===== src/rtl/avsdpll_ctrl_pkg.sv =====
// Shared widths, state encodings and helpers for the AVS DPLL lock controller.
package avsdpll_ctrl_pkg;

  localparam int unsigned FB_W = 8;
  localparam int unsigned ST_W = 3;

  localparam logic [ST_W-1:0] ST_OFF       = 3'd0;
  localparam logic [ST_W-1:0] ST_VCO_START = 3'd1;
  localparam logic [ST_W-1:0] ST_ACQUIRE   = 3'd2;
  localparam logic [ST_W-1:0] ST_LOCK      = 3'd3;
  localparam logic [ST_W-1:0] ST_FAULT     = 3'd4;

  // Feedback edge counter step that sticks at all-ones instead of wrapping.
  function automatic logic [FB_W-1:0] fb_sat_inc(input logic [FB_W-1:0] v,
                                                  input logic            inc);
    return (inc && (v != '1)) ? v + 1'b1 : v;
  endfunction

endpackage


===== src/rtl/avsdpll_edge_sync.sv =====
// Two-flop synchronizer plus delay flop; emits a one-CLK pulse per rising edge of i_async.
module avsdpll_edge_sync (
  input  logic i_clk,
  input  logic i_rst_n,
  input  logic i_async,
  output logic o_pulse
);

  logic r_s1;
  logic r_s2;
  logic r_dly;

  always_ff @(posedge i_clk or negedge i_rst_n) begin
    if (!i_rst_n) begin
      r_s1  <= 1'b0;
      r_s2  <= 1'b0;
      r_dly <= 1'b0;
    end else begin
      r_s1  <= i_async;
      r_s2  <= r_s1;
      r_dly <= r_s2;
    end
  end

  // Pulse is consumed by the third CLK edge after the asynchronous edge.
  assign o_pulse = r_s2 & ~r_dly;

endmodule


===== src/rtl/avsdpll_ctrl.sv =====
// AVS DPLL enable sequencer: VCO/charge-pump power-up, REF-window frequency check, lock/fault.
module avsdpll_ctrl
  import avsdpll_ctrl_pkg::*;
#(
  parameter int WIN     = 16,
  parameter int TOL     = 1,
  parameter int LOCK_N  = 4,
  parameter int SETTLE  = 64,
  parameter int ACQ_MAX = 32
) (
  input  logic            CLK,
  input  logic            RSTb,
  input  logic            EN,
  input  logic            REF,
  input  logic            PLL_FB,
  output logic            ENb_VCO,
  output logic            ENb_CP,
  output logic            LOCKED,
  output logic            FAULT,
  output logic [ST_W-1:0] STATE,
  output logic [FB_W-1:0] FB_COUNT
);

  localparam logic [5:0]      C_WIN_LAST    = 6'(WIN - 1);
  localparam logic [FB_W-1:0] C_LO          = FB_W'((WIN > TOL) ? (WIN - TOL) : 0);
  localparam logic [FB_W-1:0] C_HI          = FB_W'(WIN + TOL);
  localparam logic [15:0]     C_SETTLE_LAST = 16'(SETTLE - 1);
  localparam logic [15:0]     C_ACQ_LAST    = 16'(ACQ_MAX - 1);
  localparam logic [7:0]      C_LOCK_LAST   = 8'(LOCK_N - 1);

  logic [ST_W-1:0] r_state;
  logic [ST_W-1:0] w_state_nxt;
  logic [15:0]     r_settle;
  logic [5:0]      r_win;
  logic [FB_W-1:0] r_fb;
  logic [7:0]      r_good;
  logic            r_bad;
  logic [15:0]     r_acq;
  logic [FB_W-1:0] r_fb_count;
  logic            r_enb_vco;
  logic            r_enb_cp;
  logic            r_locked;
  logic            r_fault;

  logic            w_ref_pls;
  logic            w_fb_pls;
  logic            w_active;
  logic            w_active_nxt;
  logic            w_enter_acq;
  logic            w_close;
  logic [FB_W-1:0] w_fb_sat;
  logic            w_good;

  avsdpll_edge_sync u_ref_sync (
    .i_clk   (CLK),
    .i_rst_n (RSTb),
    .i_async (REF),
    .o_pulse (w_ref_pls)
  );

  avsdpll_edge_sync u_fb_sync (
    .i_clk   (CLK),
    .i_rst_n (RSTb),
    .i_async (PLL_FB),
    .o_pulse (w_fb_pls)
  );

  assign w_active     = (r_state == ST_ACQUIRE) || (r_state == ST_LOCK);
  assign w_active_nxt = (w_state_nxt == ST_ACQUIRE) || (w_state_nxt == ST_LOCK);
  assign w_enter_acq  = (w_state_nxt == ST_ACQUIRE) && (r_state != ST_ACQUIRE);
  assign w_close      = w_active && w_ref_pls && (r_win == C_WIN_LAST);
  // A feedback pulse landing on the closing REF pulse belongs to the closing window.
  assign w_fb_sat     = fb_sat_inc(r_fb, w_fb_pls);
  assign w_good       = (w_fb_sat >= C_LO) && (w_fb_sat <= C_HI);

  always_comb begin
    w_state_nxt = r_state;
    if (!EN) begin
      w_state_nxt = ST_OFF;
    end else begin
      case (r_state)
        ST_OFF:       w_state_nxt = ST_VCO_START;
        ST_VCO_START: if (r_settle == C_SETTLE_LAST) w_state_nxt = ST_ACQUIRE;
        ST_ACQUIRE: begin
          if (w_close) begin
            if (w_good && (r_good == C_LOCK_LAST)) w_state_nxt = ST_LOCK;
            else if (r_acq == C_ACQ_LAST)          w_state_nxt = ST_FAULT;
          end
        end
        ST_LOCK:      if (w_close && !w_good && r_bad) w_state_nxt = ST_ACQUIRE;
        ST_FAULT:     w_state_nxt = ST_FAULT;
        default:      w_state_nxt = ST_OFF;
      endcase
    end
  end

  always_ff @(posedge CLK or negedge RSTb) begin
    if (!RSTb) begin
      r_state  <= ST_OFF;
      r_settle <= '0;
    end else begin
      r_state <= w_state_nxt;
      if ((r_state == ST_VCO_START) && (w_state_nxt == ST_VCO_START))
        r_settle <= r_settle + 1'b1;
      else
        r_settle <= '0;
    end
  end

  always_ff @(posedge CLK or negedge RSTb) begin
    if (!RSTb) begin
      r_win      <= '0;
      r_fb       <= '0;
      r_good     <= '0;
      r_bad      <= 1'b0;
      r_acq      <= '0;
      r_fb_count <= '0;
    end else if (w_enter_acq || !w_active_nxt) begin
      r_win  <= '0;
      r_fb   <= '0;
      r_good <= '0;
      r_bad  <= 1'b0;
      r_acq  <= '0;
    end else begin
      r_fb  <= w_close ? '0 : w_fb_sat;
      r_win <= w_close ? '0 : (w_ref_pls ? r_win + 1'b1 : r_win);
      if (w_close) begin
        r_fb_count <= w_fb_sat;
        if (r_state == ST_ACQUIRE) begin
          r_acq  <= r_acq + 1'b1;
          r_good <= w_good ? r_good + 1'b1 : '0;
          r_bad  <= 1'b0;
        end else begin
          r_bad  <= !w_good;
        end
      end
    end
  end

  // Outputs are registered from the next state so they change with STATE.
  always_ff @(posedge CLK or negedge RSTb) begin
    if (!RSTb) begin
      r_enb_vco <= 1'b1;
      r_enb_cp  <= 1'b1;
      r_locked  <= 1'b0;
      r_fault   <= 1'b0;
    end else begin
      r_enb_vco <= !((w_state_nxt == ST_VCO_START) || w_active_nxt);
      r_enb_cp  <= !w_active_nxt;
      r_locked  <= (w_state_nxt == ST_LOCK);
      r_fault   <= (w_state_nxt == ST_FAULT);
    end
  end

  assign STATE    = r_state;
  assign ENb_VCO  = r_enb_vco;
  assign ENb_CP   = r_enb_cp;
  assign LOCKED   = r_locked;
  assign FAULT    = r_fault;
  assign FB_COUNT = r_fb_count;

endmodule


===== config.mk =====
export PLATFORM = sky130hd
export DESIGN_NAME = avsdpll_ctrl
export DESIGN_NICKNAME = d
export VERILOG_FILES = /design/src/rtl/avsdpll_ctrl_pkg.sv /design/src/rtl/avsdpll_edge_sync.sv /design/src/rtl/avsdpll_ctrl.sv
export SDC_FILE = /design/constraint.sdc
export NUM_CORES = 1
export LEC_CHECK = 0
export CORE_MARGIN = 5
export CORE_UTILIZATION = 45
export DETAILED_ROUTE_END_ITERATION = 8
export GPL_TIMING_DRIVEN = 0
export SYNTH_ARGS = -nofsm -noshare
export SYNTH_HDL_FRONTEND = slang
export SYNTH_SLANG_ARGS = --single-unit

===== constraint.sdc =====
create_clock -name CLK -period 5.16 [get_ports CLK]
set_clock_uncertainty 0.2 [all_clocks]
set_input_delay 1.29 -clock CLK [delete_from_list [all_inputs] [get_ports CLK]]
set_output_delay 1.29 -clock CLK [all_outputs]
set_load 0.01 [all_outputs]

-- After elaboration in Yosys (flattened, before gate mapping)
Cells that the tools add are included.
- bits in latches: 0
- bits in read-only memories: 0
- memories: 0
- logic and storage cells: 90
- bits of input ports: 5
- output and inout bits: 15
- bits in registers: 76
- RAM bits: 0
- reduce and logical (&&, ||, !) cells: 22
- shift operators: 0
- mux-type cells: 24
- bitwise gates (word level): 5
- magnitude comparators: 2
- divide/modulo/power cells: 0
- equality and inequality tests: 14
- multipliers: 0
- add/subtract/negate cells: 5
- operators by type and width (operator ; number):
    2-to-1 mux 16 bit ; 4
    2-to-1 mux 8 bit ; 7
    adder 16 x 1 -> 16 bit (second input constant) ; 2
    2-to-1 mux 3 bit ; 6
    2-to-1 mux 6 bit ; 3
    adder 8 x 1 -> 8 bit (second input constant) ; 2
    equality test 16 x 5 -> 1 bit (second input constant) ; 1
    equality test 16 x 6 -> 1 bit (second input constant) ; 1
    one-hot mux 3 bit (5 select lines) ; 1
    equality test 3 x 2 -> 1 bit (second input constant) ; 4
    logical AND 1 bit ; 9
    equality test 8 x 2 -> 1 bit (second input constant) ; 1
    greater-or-equal comparator 8 x 4 -> 1 bit (second input constant) ; 1
    <= comparator 8 x 5 -> 1 bit (second input constant) ; 1
    != test 8 bit (second input constant) ; 1
    adder 6 x 1 -> 6 bit (second input constant) ; 1
    equality test 3 x 1 -> 1 bit (second input constant) ; 2
    equality test 3 bit (second input constant) ; 2
    equality test 6 x 4 -> 1 bit (second input constant) ; 1
    logical OR 1 bit ; 4
    AND reduction 2 bit ; 2
    nonzero test 2 bit ; 2
    logical NOT 1 bit ; 3
    logical NOT 3 bit ; 1
    other kinds (5) ; 10

-- Depth between registers and ports, before layout
- depth in word-level cells: 18
- mapped depth: 12

-- Hierarchy
From an unflattened synthesis, not the netlist that was laid out.
- cell total of the unflattened synthesis: 404
- area, all modules: 3948.8 um^2
- by module, submodules not included (module ; area each (um^2) ; cells each ; instances):
    avsdpll_ctrl ; 3771.1 ; 396 ; 1
    avsdpll_edge_sync ; 88.8 ; 4 ; 2

-- Least setup slack after synthesis
Ideal clock, no wire load.
- path type: register to register
- start point: register r_fb[0]
- end point: register r_fb_count[4] (netlist: FB_COUNT[4])
- stages on the path, launching flop included: 10
- arrival time: 2.904 ns
- slack: 1.931 ns
- data required time: 4.835 ns
- cell sequence: dfrtp_1 ha_1 nand4_1 o21ai_0 mux2i_1 nand4_2 a21oi_2 nor2_2 nor4_4 mux2_4
- cells in the longest elaborated chain, start to end: 17
- elaborated cells on any way between the ends: 24
- classes of those cells: 1 x add/sub; 2 x order compare; 3 x eq/ne; 6 x mux; 1 x bitwise; 11 x reduce/logical
- ends and longest elaborated chain (item ; line ; RTL):
    start: declaration ; avsdpll_ctrl.sv:35 ; logic [FB_W-1:0] r_fb;
    start signal: assignment ; avsdpll_ctrl.sv:125 ; r_fb <= w_close ? '0 : w_fb_sat;
    branches (longest 2 deep; another with adder 8 x 1 -> 8 bit) ; - ;
    2-to-1 mux 8 bit (*) ; avsdpll_ctrl_pkg.sv:16 ; return (inc && (v != '1)) ? v + 1'b1 : v;
    greater-or-equal comparator 8 x 4 -> 1 bit or <= comparator 8 x 5 -> 1 bit (tied branches) ; avsdpll_ctrl.sv:74 ; assign w_good = (w_fb_sat >= C_LO) && (w_fb_sat <= C_HI);
    logical AND 1 bit ; avsdpll_ctrl.sv:74 ;
    logical NOT 1 bit ; avsdpll_ctrl.sv:90 ; ST_LOCK: if (w_close && !w_good && r_bad) w_state_nxt = ST_ACQUIRE;
    logical AND 1 bit (2 in a row) ; avsdpll_ctrl.sv:90 ;
    2-to-1 mux 3 bit ; avsdpll_ctrl.sv:90 ;
    one-hot mux 3 bit (5 select lines) ; avsdpll_ctrl.sv:81 ; case (r_state)
    2-to-1 mux 3 bit ; avsdpll_ctrl.sv:78 ; if (!EN) begin
    equality test 3 x 2 -> 1 bit (on tied branches) ; avsdpll_ctrl.sv:69, avsdpll_ctrl.sv:70 ;
    logical OR 1 bit ; avsdpll_ctrl.sv:69 ; assign w_active_nxt = (w_state_nxt == ST_ACQUIRE) || (w_state_nxt == ST_LOCK);
    logical NOT 1 bit ; avsdpll_ctrl.sv:118 ; end else if (w_enter_acq || !w_active_nxt) begin
    logical OR 1 bit ; avsdpll_ctrl.sv:118 ;
    NOT 1 bit (no source line) ; - ;
    AND reduction 2 bit (no source line) ; - ;
    end signal: assignment ; avsdpll_ctrl.sv:128 ; r_fb_count <= w_fb_sat;
    end: declaration ; avsdpll_ctrl.sv:39 ; logic [FB_W-1:0] r_fb_count;
Every way passes the cells marked *.
A chain may end at the register's enable or synchronous reset.

-- Final worst setup path
- start point: register r_fb[3]
- end point: register r_fb_count[4] (netlist: FB_COUNT[4])
Same word-level chain as after synthesis.

==> flow_summary.yaml <==
floorplanning:
  placeableCoreArea_um2: 8720
  die-area_um2: 11000
  die_height_um: 105
  start_util: 0.463
  rows: 34
  die_w_um: 105
  io_pins: 20
placement:
  pre_cts_slack_ps: 1130
  gp_congestion: 0.847
  portBuffers: 19
  dp_cells: 554
  dpl.hpwl_mm: 6.20
min_path:
  hold_class: "flop to flop"
  hp-start: "u_ref_sync.r_s1$_DFF_PN0_"
  worstHoldPathCells: 0
global_routing:
  grt_max_degree: 48
  grt_first_pass_wirelength_mm: 15.1
  grt_remaining_overflow: 0
  grt_pass1_vias: 3168
  grt_use_total: 0.165
  antenna_found_initial: 0
detailed_routing:
  drt_pre_antenna_iters: 5
  ant_nets: 0
  drtIter0Drc: 172
  drc_errors: 0
  routedWlPerCell_um: 15.4
  dr_total_vias: 3277
  vias_per_cell: 5.75
  wl_mm: 8.78
clock_tree:
  clk_pin_slew_ps: 80
  clock_latency_ps: 350
  clock_path_buffers: 2
  numCtsBuffers: 9
  root_buffer: "clkbuf_8"
  cts_max_level: 3
  cts_setup_buffers: 0
  cts_resized: 0
  cts.sinks: 76
  cts_tree: "built"
  hold_buffers: 0
cells_and_area:
  nets: 467
  multiInputGateArea_um2: 2000
  regArea_um2: 1900
  layout_common_cells: "dfrtp_1 (74), nand2_1 (47), nor2_1 (47)"
  final_common_cell: "dfrtp_1"
  fill_cells: 789
  stdcell_count: 570
  drive_gt1_frac: 0.102
  syn_to_final_growth_pct: 13.4
  antenna_cells: 0
sta:
  period_share: 0.770
  hold_slack_ps: 155
  drv_slew: 0
  fmax_ghz: 0.252
  setup_tns_ps: 0
  maxSlewHeadroom: 0.420
  worst_pin_slew_ps: 863
  rsz0062_at_grt: "false"
  finalSetupViolCount: 0
  setup_ws_ps: 1180
  fin_crit_ps: 3980
  finalHoldViolations: 0
critical_path:
  reg2reg_slack_ps: 1180
  crit_path_end_kind: "flop"
  regToRegStartpoint: "r_fb[3]$_DFF_PN0_"
  critPathLaunch: "r_fb[3]$_DFF_PN0_"
  path_cells: "clkbuf_1 > nand4_1 > o21ai_0 > mux2i_1 > nand4_2 > a21oi_2 > nor2_2 > nor4_4 > mux2_4"
  critPathMaxStageDelay_ps: 720
  arrival_ps: 4010
  r2r_cells: 9
  crit_required_ps: 5200
  path_class: "flop to flop"
  r2r-end: "FB_COUNT[4]$_DFFE_PN0P_"
  crit_fanout: 10
  cp-start-kind: "flop"
  crit_path_end: "FB_COUNT[4]$_DFFE_PN0P_"
  slowest_stage: "nor4_4"
synth:
  netlist_instances: 426
  syn_nets: 436
  yosys.area.top_type: "dfrtp_1"
  syn_area_um2: 4040
  synth_edf_count: 0
  synthDistinctLibCells: 62
  ys_seq_area_frac: 0.471
  synth_flop_cell: "dfrtp_1"
  synth-async-reset-ratio: 1.00
  avgSynthCellArea_um2: 9.49
  synth_warnings: 0
  synthTopCellsByArea: "dfrtp_1 (46%), nand2_1 (4.4%), nor2_1 (4.4%)"
  synth-seq-cells: 76
  synth_top_area_frac: 0.458
run:
  cap_violations: 0
power:
  peakVddDrop_mv: 0.124
  power.density_nw_per_um2: 237
  p_leak_nw: 1.91
outcome:
  status: "completed"
state kept, by name, indices dropped and copies added (netlist names):
signal,count
r_win,6
FAULT,1
FB_COUNT,8
u_ref_sync.r_s2,1
LOCKED,1
r_good,8
r_fb,8
u_fb_sync.r_s1,1
r_acq,16
ENb_VCO,1
u_fb_sync.r_s2,1
ENb_CP,1
u_ref_sync.r_s1,1
r_bad,1
STATE,3
r_settle,16
u_fb_sync.r_dly,1
u_ref_sync.r_dly,1
worst min-delay path by stage:
stage                                     end  slack [ps]
floorplan            u_fb_sync.r_s2$_DFF_PN0_         130
global placement    u_ref_sync.r_s2$_DFF_PN0_         140
detailed placement  u_ref_sync.r_s2$_DFF_PN0_         140
CTS                  u_fb_sync.r_s2$_DFF_PN0_         160
global route         u_fb_sync.r_s2$_DFF_PN0_         170
finish              u_ref_sync.r_s2$_DFF_PN0_         150
Yosys cell counts (10+ instances only):
library cell,count
dfrtp_1,74
nand2_1,47
nor2_1,47
nand3_1,25
nor3_1,19
inv_1,17
o21ai_0,14
xor2_1,14
a21oi_1,13
mux2i_1,11
nand4_1,10
xnor2_1,10
per-stage QoR:
stage	instance area, µm²	power [mW]	util
global route	4580	1.13	0.526
CTS	4580	1.10	0.526
floorplan	4040	0.623	-
finish	4580	1.08	0.526
detailed placement	4390	0.646	0.504
global placement	4370	0.643	0.501
final cells by class:
| class | instances | share of cell area |
|---|---|---|
| Sequential cell | 76 | 0.415 |
| Inverter | 17 | 0.0139 |
| Clock inverter | 6 | 0.0142 |
| Multi-Input combinational cell | 319 | 0.436 |
| Tap cell | 108 | 0.0295 |
| Timing Repair Buffer | 20 | 0.0469 |
| Clock buffer | 10 | 0.0278 |
| Buffer | 14 | 0.0164 |
per-layer routing:
metal / share of wire / vias to the layer above / GRT usage / wire length, µm
met5: 0 / - / 0 / 0
met2: 0.46 / 90 / 0.261 / 4080
met1: 0.46 / 1593 / 0.218 / 4070
met4: 0.017 / 0 / 0.0511 / 148
met3: 0.055 / 18 / 0.0506 / 486
li1: - / 1576 / - / -
worst max-delay path: cells and delay by family (launching register included):
kind,cells,cell delay (ps)
simple gates,4,1370
compound gates,2,800
buf+inv,1,320
flops,1,360
mux,2,800
logic make-up after synthesis:
kind of cell	share of synthesized area
compound gates	0.123
xor+xnor	0.0520
fa+ha+maj	0.0155
flops	0.471
simple gates	0.270
buf+inv	0.0344
mux	0.0347
report_power, final:
part / switching, mW / total (mW) / leakage [nW] / internal [mW]
combinational: 0.0205 / 0.0302 / 0.805 / 0.00970
sequential: 0.00318 / 0.602 / 1.01 / 0.599
clock: 0.228 / 0.452 / 0.0962 / 0.224
Power figures use the tool's default switching activity.
